## config.mk

```make
export PLATFORM = sky130hd
export DESIGN_NAME = counter_ramp_ctrl
export DESIGN_NICKNAME = d
export VERILOG_FILES = /design/src/rtl/counter_ramp_ctrl.sv
export SDC_FILE = /design/constraint.sdc
export NUM_CORES = 1
export LEC_CHECK = 0
export BUFFER_PORTS_ARGS = -buffer_cell sky130_fd_sc_hd__buf_2
export CAP_MARGIN = 40
export CORE_ASPECT_RATIO = 1.4
export CORE_MARGIN = 2
export CORE_UTILIZATION = 50
export CTS_BUF_LIST = sky130_fd_sc_hd__clkbuf_2
export DETAILED_ROUTE_END_ITERATION = 8
export HOLD_SLACK_MARGIN = 0.05
export PLACE_DENSITY = 0.76
export SLEW_MARGIN = 20
export SYNTH_ARGS = -nofsm -noshare
export SYNTH_HDL_FRONTEND = slang
export SYNTH_SLANG_ARGS = --single-unit
```

## constraint.sdc

```tcl
create_clock -name clk -period 1.9 [get_ports clk]
set_clock_uncertainty 0.2 [all_clocks]
set_input_delay 0.19 -clock clk [delete_from_list [all_inputs] [get_ports clk]]
set_output_delay 0.19 -clock clk [all_outputs]
set_load 0.005 [all_outputs]
```

## src/rtl/counter_ramp_ctrl.sv

```systemverilog
// counter_ramp_ctrl: sequences an external loadable up/down counter through
// single or triangle ramps, holding the final value between commands.
module counter_ramp_ctrl #(
    parameter int CNT_WIDTH = 3,
    parameter int REP_WIDTH = 4
) (
    input  logic                 clk,
    input  logic                 reset_n,
    input  logic                 start_valid,
    output logic                 start_ready,
    input  logic [CNT_WIDTH-1:0] start_val,
    input  logic [CNT_WIDTH-1:0] end_val,
    input  logic [REP_WIDTH-1:0] reps,
    input  logic                 abort,
    input  logic [CNT_WIDTH-1:0] counter_q,
    output logic                 load_en,
    output logic [CNT_WIDTH-1:0] counter_in,
    output logic                 up_down,
    output logic                 busy,
    output logic                 done,
    output logic                 aborted
);
    typedef enum logic [1:0] {IDLE, LOAD, RUN, DONE} state_t;

    state_t               state, state_nxt;
    logic [CNT_WIDTH-1:0] start_r, end_r, tgt_r, hold_r;
    logic [REP_WIDTH-1:0] rem_r;
    logic                 dir_r, aborted_r;
    logic                 hit, last, accept;

    assign hit    = counter_q == tgt_r;
    assign last   = rem_r == '0;
    assign accept = start_valid && state == IDLE;

    always_ff @(posedge clk or negedge reset_n)
        if (!reset_n) state <= IDLE;
        else          state <= state_nxt;

    always_comb begin
        state_nxt = state;
        case (state)
            IDLE:    state_nxt = start_valid ? LOAD : IDLE;
            LOAD:    state_nxt = RUN;
            RUN:     state_nxt = (abort || (hit && last)) ? DONE : RUN;
            default: state_nxt = IDLE;
        endcase
    end

    // The counter free-runs unless loaded, so every non-stepping cycle reloads a value.
    always_comb begin
        load_en    = 1'b1;
        counter_in = hold_r;
        up_down    = 1'b1;
        case (state)
            LOAD: begin
                counter_in = start_r;
                up_down    = dir_r;
            end
            RUN: begin
                counter_in = counter_q;
                up_down    = dir_r;
                if (!abort && !hit) load_en = 1'b0;
                else if (!abort && !last) begin
                    load_en = 1'b0;
                    up_down = ~dir_r;
                end
            end
            default: ;
        endcase
    end

    assign start_ready = state == IDLE;
    assign busy        = state != IDLE;
    assign done        = state == DONE;
    assign aborted     = done && aborted_r;

    always_ff @(posedge clk or negedge reset_n)
        if (!reset_n) begin
            start_r   <= '0;
            end_r     <= '0;
            tgt_r     <= '0;
            hold_r    <= '0;
            rem_r     <= '0;
            dir_r     <= 1'b1;
            aborted_r <= 1'b0;
        end else if (accept) begin
            start_r <= start_val;
            end_r   <= end_val;
            tgt_r   <= end_val;
            rem_r   <= reps;
            dir_r   <= end_val >= start_val;
        end else if (state == RUN) begin
            if (abort) begin
                hold_r    <= counter_q;
                aborted_r <= 1'b1;
            end else if (hit && last) hold_r <= counter_q;
            else if (hit) begin
                dir_r <= ~dir_r;
                tgt_r <= (tgt_r == end_r) ? start_r : end_r;
                rem_r <= rem_r - 1'b1;
            end
        end else if (state == DONE) aborted_r <= 1'b0;
endmodule
```

==> parameters.txt, run 1 <==
Parameter                              Value

Run status
  Run status ... finished with violations
  Violations in the final reports ... setup timing

Critical path
  Library cell contributing the largest single delay on the critical path ... sky130_fd_sc_hd__or4b_4
  Top Family by Delay on Critical Path ... simple AND/OR/NAND/NOR gates
  CP endpoint kind ... output pin
  Cells along the critical path ... inv_2 > ha_4 > or3b_4 > nand4_4 > or4b_4 > nand4_1 > buf_2
  R2R Path End ... rem_r[2]$_DFFE_PN0P_
  Kind of start point of the critical path ... register
  R2R Path Start ... rem_r[0]$_DFFE_PN0P_
  Crit path buffers/inverters ... 2
  Type of the worst setup path ... reg2out
  Largest stage delay on the critical path ... between 0.4 and 0.5 ns
  Largest fanout on the critical path ... 3
  FF-to-FF setup slack ... -0.18 ns
  Arrival time at the worst endpoint ... 2.00 ns
  FF-to-FF path depth ... 7
  Required @ worst endpoint ... ~1.5 ns

Route
  Number of iterations in the first detailed-routing pass ... 4
  Average wire per standard cell ... 16.0 microns
  Initial drt markers ... 37
  DRC errors left ... 0
  Via count ... 1303
  Routed wire length ... approximately 3.7 mm
  Vias per cell ... between 5 and 6
  Antenna viol nets, final ... 0

Cells and area
  Post-layout instance area ... about 1900 sq um
  Layout cell share with drive strength beyond 1 ... 0.374
  Antenna Cells ... 0
  Most frequent standard cell in the layout excluding fill and tap cells ... sky130_fd_sc_hd__buf_2
  Signed area change from the synthesized netlist to the final layout ... 43.3%
  Combined area of the multi-input logic cells ... 905 sq um
  Count of filler cells inserted in the layout ... 199
  Most frequent cells in the layout ... sky130_fd_sc_hd__buf_2 (25), sky130_fd_sc_hd__dfrtp_1 (19), sky130_fd_sc_hd__nand2_1 (15), sky130_fd_sc_hd__dlygate4sd3_1 (15), sky130_fd_sc_hd__buf_4 (14)
  Number of nets at the end of the flow ... 225
  Sequential cell area ... 502 sq um

Die
  Horiz. Die Dim ... 47.9 microns
  Number of I/O pins ... 26
  Row count ... 22
  Starting density of the core ... 0.521
  Die height ... around 65 microns
  Total core area ... approximately 2600 sq um
  Total Die Area ... 3130 sq um

Place
  Minimum setup slack after placement ... -0.176 ns
  HPWL Detailed ... 2.39 mm
  Placed Instance Area ... roughly 1600 sq um
  I/O Buffers ... 25
  Routability cong. ... roughly 0.92

Logic synthesis
  Cell area after synthesis ... 1350 sq um
  Mapped Nets ... 170
  Library cells used by synthesis ... 39
  Syn Inst Count ... roughly 140
  Sequential cell area fraction in the yosys report ... 0.372
  YS warnings ... 0
  Flip-flop and latch count after synthesis ... 20
  Post-Syn Area per Cell ... 9.36 sq um

Global routing
  GRT Resource Usage Total ... 0.249
  Wire length of the first global-routing pass ... 5.56 mm
  Gr ovfl total ... 0
  Vias in the first global route ... around 1300
  Antenna violations before repair ... 0
  Largest net degree at the start of global routing ... 23

Timing
  Maximum frequency from static timing analysis ... approximately 0.42 GHz
  Slew of the pin with the lowest slew margin ... 0.465 ns
  Slack of the critical path ... -0.490 ns
  Hold Fails Final Rpt ... 0
  Final Max Slew Viols ... 0
  Final setup fails ... 13
  Unrepaired setup endpoints after global routing ... true
  Final min period ... 2.39 ns
  Post-route clock period utilization ... 1.26
  Headroom to the max-slew limit ... 0.690

CTS
  Clock tree from TritonCTS ... done
  Clock sink count ... 20
  Clock root cell ... sky130_fd_sc_hd__clkbuf_2
  CTS clock-pin slew for the worst setup and hold paths ... 0.20 ns
  Inserted Clock Buffers ... 3
  H-tree levels ... 1
  Worst-skew pair later-pin latency ... 0.32 ns
  Max Buffers Root-to-Sink ... 2

Pwr
  Worst IR Drop VDD ... 1030 uV
  Power density cells ... 1540 nW/um^2
  Static Leakage ... ~0.86 nW

Run
  Maximum Capacitance Violations ... 0

Hold path
  Worst min-delay path category ... in2async
## synth_stat cells
cell                       instances  share of area
sky130_fd_sc_hd__inv_1            10          0.028
sky130_fd_sc_hd__nor2_1           11          0.031
sky130_fd_sc_hd__xnor2_2           1          0.012
sky130_fd_sc_hd__buf_4             1         0.0056
sky130_fd_sc_hd__o21ai_1           1         0.0037
sky130_fd_sc_hd__clkbuf_1          4          0.011
sky130_fd_sc_hd__a21oi_1           6          0.022
sky130_fd_sc_hd__xnor2_4           2          0.041
sky130_fd_sc_hd__and2_1            2         0.0093
sky130_fd_sc_hd__a22oi_1           3          0.017
sky130_fd_sc_hd__nor3b_1           1         0.0056
sky130_fd_sc_hd__and4_1            1         0.0065
sky130_fd_sc_hd__dfstp_2           1          0.020
sky130_fd_sc_hd__nand3_1           3          0.011
sky130_fd_sc_hd__buf_2             1         0.0037
sky130_fd_sc_hd__or4b_1            1         0.0074
sky130_fd_sc_hd__o221ai_1          1         0.0065
sky130_fd_sc_hd__nor2b_1           1         0.0046
sky130_fd_sc_hd__ha_1              9          0.084
sky130_fd_sc_hd__dfrtp_1          19           0.35
sky130_fd_sc_hd__a211oi_1          2          0.011
sky130_fd_sc_hd__or4_1             2          0.011
sky130_fd_sc_hd__nor3_1            1         0.0037
sky130_fd_sc_hd__o211ai_1          1         0.0056
sky130_fd_sc_hd__a41o_1            1         0.0074
sky130_fd_sc_hd__nand4_2           1         0.0093
sky130_fd_sc_hd__nand2_1          15          0.042
sky130_fd_sc_hd__o21ai_0           7          0.026
sky130_fd_sc_hd__or3b_2            1         0.0065
sky130_fd_sc_hd__xnor2_1           3          0.020
sky130_fd_sc_hd__a21o_1            1         0.0056
sky130_fd_sc_hd__o31ai_1           4          0.022
sky130_fd_sc_hd__buf_6             1         0.0084
sky130_fd_sc_hd__a31oi_1           9          0.042
sky130_fd_sc_hd__nand2b_1          2         0.0093
sky130_fd_sc_hd__or3_1             3          0.014
sky130_fd_sc_hd__xor2_1            3          0.020
sky130_fd_sc_hd__nand4_1           3          0.014
sky130_fd_sc_hd__mux2_2            5          0.042
## layout make-up
class,count,share of cell area
inverters,10,0.0194
well taps,36,0.0233
clock inverters,1,0.00194
flip-flops and latches,20,0.260
repair buffers,57,0.219
multi-input cells,107,0.469
clock buffers,3,0.00778
## sequential cells by signal, indices dropped and copies added (netlist names)
register,flops
aborted_r,1
start_r,3
tgt_r,3
state,2
rem_r,4
dir_r,1
end_r,3
hold_r,3
## stage by stage
| stage | util | hold slack [ns] | TNS, ns | instances | power [mW] |
|---|---|---|---|---|---|
| after floorplan | - | -0.306 | -0.125 | 144 | 1.86 |
| after global placement | 0.614 | -0.0397 | -0.351 | 209 | 2.33 |
| after detailed placement | 0.614 | -0.0318 | -0.815 | 209 | 2.39 |
| after CTS | 0.701 | -0.0341 | -1.88 | 232 | 2.69 |
| after global routing | 0.746 | 0.110 | -3.18 | 234 | 3.20 |
| final | 0.746 | 0.110 | -1.89 | 234 | 2.98 |
## worst register-to-register path, stage by stage, from the launching register on
cell                      delay [ns]
sky130_fd_sc_hd__dfrtp_1        0.41
sky130_fd_sc_hd__inv_2          0.06
sky130_fd_sc_hd__ha_4           0.15
sky130_fd_sc_hd__or3b_4         0.24
sky130_fd_sc_hd__nand4_4        0.08
sky130_fd_sc_hd__buf_4          0.17
sky130_fd_sc_hd__or4_1          0.54
sky130_fd_sc_hd__a31oi_2        0.16
## routing by layer
metal  share of wire  global-route usage
met1            0.37               0.277
met2            0.56               0.427
met3           0.031              0.0330
met4           0.035               0.139
met5               0                   0
## timing repair
item                                   4_1_cts  5_1_grt
pin swaps                                    9        7
resized for setup                            7       22
hold buffers                                14        1
endpoints found under the hold margin       35        1
buffers inserted                             5        1
setup endpoints to repair                   12       16
## kinds of logic after synthesis
family | after synthesis | synth area share
xor gates and xnor gates | 9 | 0.0919
buffers and inverters | 17 | 0.0566
AOI/OAI and AO/OA | 36 | 0.169
muxes | 5 | 0.0418
and+or+nand+nor | 48 | 0.185
adders and majority gates | 9 | 0.0836
DFF | 20 | 0.372
## how the worst max path moves through the flow
stage,start,end,depth (start not counted)
floorplan,rem_r[0]$_DFFE_PN0P_,up_down,7
global placement,rem_r[1]$_DFFE_PN0P_,up_down,7
detailed placement,rem_r[1]$_DFFE_PN0P_,tgt_r[2]$_DFFE_PN0P_,7
CTS,rem_r[0]$_DFFE_PN0P_,up_down,7
global route,rem_r[1]$_DFFE_PN0P_,up_down,7
finish,rem_r[0]$_DFFE_PN0P_,up_down,7
## report_power, final
part | switching [mW] | internal [mW]
registers | 0.240 | 0.643
logic | 0.951 | 0.961
clock network | 0.137 | 0.0458
total | 1.33 | 1.65
Power figures use the tool's default switching activity.
==> run 2, diff against run 1 <==
--- a/config.mk
+++ b/config.mk
@@ -7,3 +7,3 @@
 export LEC_CHECK = 0
-export BUFFER_PORTS_ARGS = -buffer_cell sky130_fd_sc_hd__buf_2
+export BUFFER_PORTS_ARGS = -buffer_cell sky130_fd_sc_hd__clkbuf_2
 export CAP_MARGIN = 40
==> constraint.sdc (replaced) <==
create_clock -name clk -period 1.9 [get_ports clk]
set_clock_uncertainty 0.2 [all_clocks]
set_input_delay 0.285 -clock clk [delete_from_list [all_inputs] [get_ports clk]]
set_output_delay 0.285 -clock clk [all_outputs]
set_load 0.005 [all_outputs]
==> parameters.txt, run 2 (synthesis gave the netlist of run 1 again) <==
Parameter                              Value

Cells and area
  Count of filler cells inserted in the layout ... 217 (was 199)
  Antenna Cells ... 0 (unchanged)
  Register bank with the most flops ... rem_r (unchanged)
  Signed area change from the synthesized netlist to the final layout ... 35.5% (was 43.3%)
  Final cell count without fillers ... 235 (was 234)
  Number of nets at the end of the flow ... 226 (was 225)
  Fin util ... 0.706 (was 0.746)
  Most frequent cells in the layout ... sky130_fd_sc_hd__clkbuf_2 (27), sky130_fd_sc_hd__dfrtp_1 (19), sky130_fd_sc_hd__buf_4 (19) (was sky130_fd_sc_hd__buf_2 (25), sky130_fd_sc_hd__dfrtp_1 (19), sky130_fd_sc_hd__nand2_1 (15), sky130_fd_sc_hd__dlygate4sd3_1 (15), sky130_fd_sc_hd__buf_4 (14))
  Most frequent standard cell in the layout excluding fill and tap cells ... sky130_fd_sc_hd__clkbuf_2 (was sky130_fd_sc_hd__buf_2)
  Flip-flop count of the largest register after layout ... 4 (unchanged)
  Layout cell share with drive strength beyond 1 ... 0.332 (was 0.374)

Route
  Routed wire length ... 3.22 mm (was 3.74 mm)
  Antenna viol nets, final ... 0 (unchanged)
  DRC errors left ... 0 (unchanged)
  Average wire per standard cell ... 13.7 microns (was 16.0 microns)
  Via count ... 1247 (was 1303)
  Vias per cell ... 5.31 (was 5.57)
  Initial drt markers ... 37 (unchanged)
  Number of iterations in the first detailed-routing pass ... 4 (unchanged)

Global routing
  Gr ovfl total ... 0 (unchanged)
  Vias in the first global route ... 1304 (was 1295)
  Wire length of the first global-routing pass ... 5.43 mm (was 5.56 mm)
  GRT Resource Usage Total ... 0.242 (was 0.249)
  Largest net degree at the start of global routing ... 23 (unchanged)
  Antenna violations before repair ... 0 (unchanged)

Critical path
  Kind of start point of the critical path ... register (unchanged)
  Cells along the critical path ... inv_1 > ha_2 > or3b_4 > nand4_4 > or4b_1 > nand4_1 > buf_2 (was inv_2 > ha_4 > or3b_4 > nand4_4 > or4b_4 > nand4_1 > buf_2)
  Arrival time at the worst endpoint ... 2.02 ns (was 2.00 ns)
  Largest fanout on the critical path ... 3 (unchanged)
  Largest stage delay on the critical path ... 0.52 ns (was 0.48 ns)
  CP endpoint kind ... output pin (unchanged)
  Library cell contributing the largest single delay on the critical path ... sky130_fd_sc_hd__or4b_1 (was sky130_fd_sc_hd__or4b_4)
  Required @ worst endpoint ... 1.41 ns (was 1.51 ns)
  Type of the worst setup path ... reg2out (unchanged)

Run status
  Violations in the final reports ... setup timing (unchanged)
  Run status ... finished with violations (unchanged)

Pwr
  Clock power share ... 0.064 (was 0.061)
  Static Leakage ... 0.848 nW (was 0.858 nW)
  Total design power ... 2.76 mW (was 2.98 mW)
  Logic pwr share ... 0.628 (was 0.642)
  Switching share of total power ... 0.430 (was 0.446)
  Cell internal pwr ... 1.57 mW (was 1.65 mW)
  Net switching power figure ... 1.18 mW (was 1.33 mW)
  Register share of total power ... 0.308 (was 0.297)
  Worst IR Drop VDD ... 820 uV (was 1030 uV)
  Power density cells ... 1510 nW/um^2 (was 1540 nW/um^2)

Timing
  Setup TNS ... -1.64 ns (was -1.89 ns)
  Unrepaired setup endpoints after global routing ... true (unchanged)
  Maximum frequency from static timing analysis ... 0.399 GHz (was 0.418 GHz)
  Hold Fails Final Rpt ... 0 (unchanged)
  Final setup fails ... 9 (was 13)
  Post-route clock period utilization ... 1.32 (was 1.26)
  Final min period ... 2.50 ns (was 2.39 ns)
  Slew of the pin with the lowest slew margin ... 0.502 ns (was 0.465 ns)
  Slack of the critical path ... -0.604 ns (was -0.490 ns)
  Headroom to the max-slew limit ... 0.665 (was 0.690)
  Final Max Slew Viols ... 0 (unchanged)

Place
  Routability cong. ... 0.869 (was 0.919)
  Number of cells in the design after placement ... 215 (was 209)
  HPWL Detailed ... 2.46 mm (was 2.39 mm)
  I/O Buffers ... 25 (unchanged)
  Minimum setup slack after placement ... -0.219 ns (was -0.176 ns)

Die
  Die height ... 65.4 microns (unchanged)
  Row count ... 22 (unchanged)
  Starting density of the core ... 0.521 (unchanged)
  Total core area ... 2590 sq um (unchanged)
  Number of I/O pins ... 26 (unchanged)
  Horiz. Die Dim ... 47.9 microns (unchanged)
  Total Die Area ... 3130 sq um (unchanged)

CTS
  Max Buffers Root-to-Sink ... 2 (unchanged)
  H-tree levels ... 1 (unchanged)
  Clock sink count ... 20 (unchanged)
  Clock root cell ... sky130_fd_sc_hd__clkbuf_2 (unchanged)
  CTS clock-pin slew for the worst setup and hold paths ... 0.19 ns (was 0.20 ns)
  Inserted Clock Buffers ... 3 (unchanged)
  Worst-skew pair later-pin latency ... 0.32 ns (about the same)
  Clock tree from TritonCTS ... done (unchanged)

Run
  Maximum Capacitance Violations ... 0 (unchanged)

Hold path
  Worst min-delay path category ... in2reg (was in2async)
==> run 2: cell count changes in the layout (fill, tap and decap cells not counted), moves of 3 or more <==
cell                            delta
sky130_fd_sc_hd__mux2_4            -3
sky130_fd_sc_hd__ha_2              +3
sky130_fd_sc_hd__a22oi_1           +3
sky130_fd_sc_hd__buf_2            -24
sky130_fd_sc_hd__a22oi_2           -3
sky130_fd_sc_hd__inv_1             +4
sky130_fd_sc_hd__ha_4              -4
sky130_fd_sc_hd__inv_2             -4
sky130_fd_sc_hd__buf_4             +5
sky130_fd_sc_hd__mux2_2            +3
sky130_fd_sc_hd__clkbuf_2         +24
sky130_fd_sc_hd__dlygate4sd3_1     -4
==> run 2: layout make-up <==
cell class / count / area [sq um] / area share
Tap cell: 36 / 45.0 / 0.0247
Multi-Input combinational cell: 107 / 802 / 0.439
Sequential cell: 20 / 502 / 0.275
Clock inverter: 1 / 3.75 / 0.00206
Inverter: 10 / 37.5 / 0.0206
Timing Repair Buffer: 58 / 420 / 0.230
Clock buffer: 3 / 15.0 / 0.00822
==> run 2: repair_timing <==
action / CTS / global route
setup endpoints to repair: 12 / 17
hold buffers: 11 / 0
buffers inserted: 2 / 3
gates cloned: 0 / 0
gates resized for setup: 2 / 6
endpoints found under the hold margin: 30 / 0
pin swaps: 4 / 6
==> run 2: through the flow <==
stage                     area (sq um)  hold WS [ns]
after floorplan                   1360        -0.211
after global placement            1630        0.0718
after detailed placement          1630        0.0820
after CTS                         1790        0.0515
after global routing              1830        0.0708
final                             1830        0.0777
==> run 2: per-layer routing <==
layer / track usage / vias to the layer above / part of all wire / wire (microns)
li1: - / 628 / - / -
met1: 0.268 / 586 / 0.39 / 1250
met3: 0.0330 / 7 / 0.025 / 79
met4: 0.118 / 0 / 0.024 / 76
met5: 0 / - / 0 / 0
met2: 0.423 / 26 / 0.56 / 1810
==> run 2: final timing paths <==
kind | endpoint | slack (ns) | from | cells after the start
setup / recovery | up_down | -0.60 | rem_r[0]$_DFFE_PN0P_ | 7
hold / removal | aborted_r$_DFFE_PN0P_ | 0.08 | abort | 3
setup reg to reg | rem_r[2]$_DFFE_PN0P_ | -0.13 | rem_r[0]$_DFFE_PN0P_ | 7
hold reg to reg | hold_r[0]$_DFFE_PN0P_ | 0.33 | hold_r[0]$_DFFE_PN0P_ | 1
max in group asynchronous | dir_r$_DFFE_PN1P_ | 0.91 | reset_n | 2
min in group asynchronous | tgt_r[0]$_DFFE_PN0P_ | 0.23 | reset_n | 2
==> run 2: critical path: cells and delay by family, from the launching register on <==
family | cells | cell delay (ns)
and+or+nand+nor | 4 | 0.95
adders and majority gates | 1 | 0.19
DFF | 1 | 0.39
buffers and inverters | 2 | 0.18
==> run 2: power by group through the flow <==
| stage | logic [mW] | clock network (mW) | registers [mW] |
|---|---|---|---|
| floorplan | 1.05 | 0 | 0.813 |
| global placement | 1.54 | 0 | 0.842 |
| detailed placement | 1.60 | 0 | 0.863 |
| CTS | 1.68 | 0.187 | 0.846 |
| global route | 1.93 | 0.208 | 0.871 |
| finish | 1.73 | 0.175 | 0.849 |
==> run 3, diff against run 2 <==
Settings changed: RECOVER_POWER from default to 50.
==> parameters.txt, run 3 (synthesis gave the netlist of run 1 again) <==
Parameter                              Value

Route
  Routed wire length ... 3.22 mm (about the same)
  Vias per cell ... 5.31 (about the same)
  Antenna viol nets, final ... 0 (unchanged)
  Average wire per standard cell ... 13.7 microns (about the same)
  DRC errors left ... 0 (unchanged)
  Via count ... 1249 (was 1247)
  Number of iterations in the first detailed-routing pass ... 4 (unchanged)
  Initial drt markers ... 37 (unchanged)

Place
  Number of cells in the design after placement ... 215 (unchanged)
  Routability cong. ... 0.869 (unchanged)
  HPWL Detailed ... 2.46 mm (unchanged)
  I/O Buffers ... 25 (unchanged)

Critical path
  Cells along the critical path ... inv_1 > ha_2 > or3b_4 > nand4_4 > or4b_1 > nand4_1 > buf_2 (unchanged)
  Library cell contributing the largest single delay on the critical path ... sky130_fd_sc_hd__or4b_1 (unchanged)
  Largest fanout on the critical path ... 3 (unchanged)
  Top Family by Delay on Critical Path ... simple AND/OR/NAND/NOR gates (unchanged)
  Kind of start point of the critical path ... register (unchanged)
  Crit path buffers/inverters ... 2 (unchanged)
  Largest stage delay on the critical path ... 0.52 ns (about the same)
  Type of the worst setup path ... reg2out (unchanged)
  Required @ worst endpoint ... 1.41 ns (about the same)
  Arrival time at the worst endpoint ... 2.02 ns (about the same)
  CP endpoint kind ... output pin (unchanged)

Timing
  Hold Fails Final Rpt ... 0 (unchanged)
  Final setup fails ... 9 (unchanged)
  Slew of the pin with the lowest slew margin ... 1.08 ns (was 0.502 ns)
  Unrepaired setup endpoints after global routing ... true (unchanged)
  Setup TNS ... -1.64 ns (unchanged)
  Maximum frequency from static timing analysis ... 0.399 GHz (unchanged)
  Headroom to the max-slew limit ... 0.283 (was 0.665)
  Post-route clock period utilization ... 1.32 (unchanged)
  Final min period ... 2.50 ns (unchanged)
  Slack of the critical path ... -0.604 ns (unchanged)
  Final Max Slew Viols ... 0 (unchanged)
  Hold Worst Slack ... 0.0777 ns (unchanged)

Die
  Total core area ... 2590 sq um (unchanged)
  Starting density of the core ... 0.521 (unchanged)
  Number of I/O pins ... 26 (unchanged)
  Row count ... 22 (unchanged)
  Die height ... 65.4 microns (unchanged)
  Total Die Area ... 3130 sq um (unchanged)
  Horiz. Die Dim ... 47.9 microns (unchanged)

CTS
  Max Buffers Root-to-Sink ... 2 (unchanged)
  CTS clock-pin slew for the worst setup and hold paths ... 0.19 ns (about the same)
  Clock tree from TritonCTS ... done (unchanged)
  Worst-skew pair later-pin latency ... 0.32 ns (about the same)
  Clock root cell ... sky130_fd_sc_hd__clkbuf_2 (unchanged)
  Clock sink count ... 20 (unchanged)
  Inserted Clock Buffers ... 3 (unchanged)
  H-tree levels ... 1 (unchanged)

Pwr
  Cell internal pwr ... 1.57 mW (about the same)
  Total design power ... 2.76 mW (about the same)
  Static Leakage ... 0.845 nW (was 0.848 nW)
  Register share of total power ... 0.308 (about the same)
  Clock power share ... 0.064 (about the same)
  Switching share of total power ... 0.430 (about the same)
  Net switching power figure ... 1.18 mW (about the same)
  Power density cells ... 1510 nW/um^2 (about the same)
  Logic pwr share ... 0.628 (about the same)
  Worst IR Drop VDD ... 820 uV (about the same)

Global routing
  Vias in the first global route ... 1304 (unchanged)
  Wire length of the first global-routing pass ... 5.43 mm (unchanged)
  GRT Resource Usage Total ... 0.242 (unchanged)
  Largest net degree at the start of global routing ... 23 (unchanged)
  Antenna violations before repair ... 0 (unchanged)
  Gr ovfl total ... 0 (unchanged)

Cells and area
  Most frequent standard cell in the layout excluding fill and tap cells ... sky130_fd_sc_hd__clkbuf_2 (unchanged)
  Register bank with the most flops ... rem_r (unchanged)
  Layout cell share with drive strength beyond 1 ... 0.327 (was 0.332)
  Antenna Cells ... 0 (unchanged)
  Signed area change from the synthesized netlist to the final layout ... 35.4% (was 35.5%)
  Flip-flop count of the largest register after layout ... 4 (unchanged)
  Most frequent cells in the layout ... sky130_fd_sc_hd__clkbuf_2 (26), sky130_fd_sc_hd__dfrtp_1 (19), sky130_fd_sc_hd__buf_4 (19) (was sky130_fd_sc_hd__clkbuf_2 (27), sky130_fd_sc_hd__dfrtp_1 (19), sky130_fd_sc_hd__buf_4 (19))
  Final cell count without fillers ... 235 (unchanged)
  Number of nets at the end of the flow ... 226 (unchanged)

Hold path
  Worst min-delay path category ... in2reg (unchanged)

Run
  Maximum Capacitance Violations ... 0 (unchanged)

Run status
  Run status ... finished with violations (unchanged)
  Violations in the final reports ... setup timing (unchanged)
[run 3: cell counts in the layout (fill, tap and decap cells not counted)]
No cell type changed its count.
[run 3: path summary, 6_finish.rpt]
path | from | to | slack (ns) | cells past startpoint
min in group asynchronous | reset_n | tgt_r[0]$_DFFE_PN0P_ | 0.45 | 2
setup reg to reg | rem_r[0]$_DFFE_PN0P_ | rem_r[2]$_DFFE_PN0P_ | -0.13 | 7
setup / recovery | rem_r[0]$_DFFE_PN0P_ | up_down | -0.60 | 7
hold reg to reg | hold_r[0]$_DFFE_PN0P_ | hold_r[0]$_DFFE_PN0P_ | 0.33 | 1
hold / removal | abort | aborted_r$_DFFE_PN0P_ | 0.08 | 3
max in group asynchronous | reset_n | rem_r[0]$_DFFE_PN0P_ | 0.41 | 2
[run 3: tightest hold or removal path: cells and delay by family]
family	cells	cell delay [ns]
and+or+nand+nor	1	0.05
AOI/OAI and AO/OA	1	0.13
buffers and inverters	1	0.13
[run 3: cell type report]
class / instances / area (sq um)
multi-input combinational: 107 / 802
fill: 216 / 763
sequential: 20 / 502
timing repair buffer: 58 / 419
tap: 36 / 45.0
inverter: 10 / 37.5
clock buffer: 3 / 15.0
clock inverter: 1 / 3.75
[run 3: what timing repair did]
item / 4_1_cts / 5_1_grt
gates resized for setup: 2 / 6
buffers inserted: 2 / 3
pin swaps: 4 / 6
hold endpoints to repair: 30 / 0
endpoints found under the setup margin: 12 / 17
hold buffers: 11 / 0
[run 3: power groups by stage]
stage / Clock, mW / Combinational (mW) / Sequential (mW)
floorplan: 0 / 1.05 / 0.813
global placement: 0 / 1.54 / 0.842
detailed placement: 0 / 1.60 / 0.863
CTS: 0.187 / 1.68 / 0.846
global route: 0.208 / 1.93 / 0.871
finish: 0.175 / 1.73 / 0.849
[run 3: routing by layer]
layer / up-vias / routed length [microns] / track usage
met1: 588 / 1250 / 0.268
met5: - / 0 / 0
li1: 628 / - / -
met2: 26 / 1820 / 0.423
met3: 7 / 79 / 0.0330
met4: 0 / 76 / 0.118
[run 3: stage by stage]
stage,setup slack [ns],cell area [sq um],util
after global routing,-0.698,1820,0.705
after CTS,-0.586,1790,0.691
after detailed placement,-0.219,1630,0.631
after floorplan,-0.164,1360,-
after global placement,-0.179,1630,0.631
final,-0.604,1820,0.705
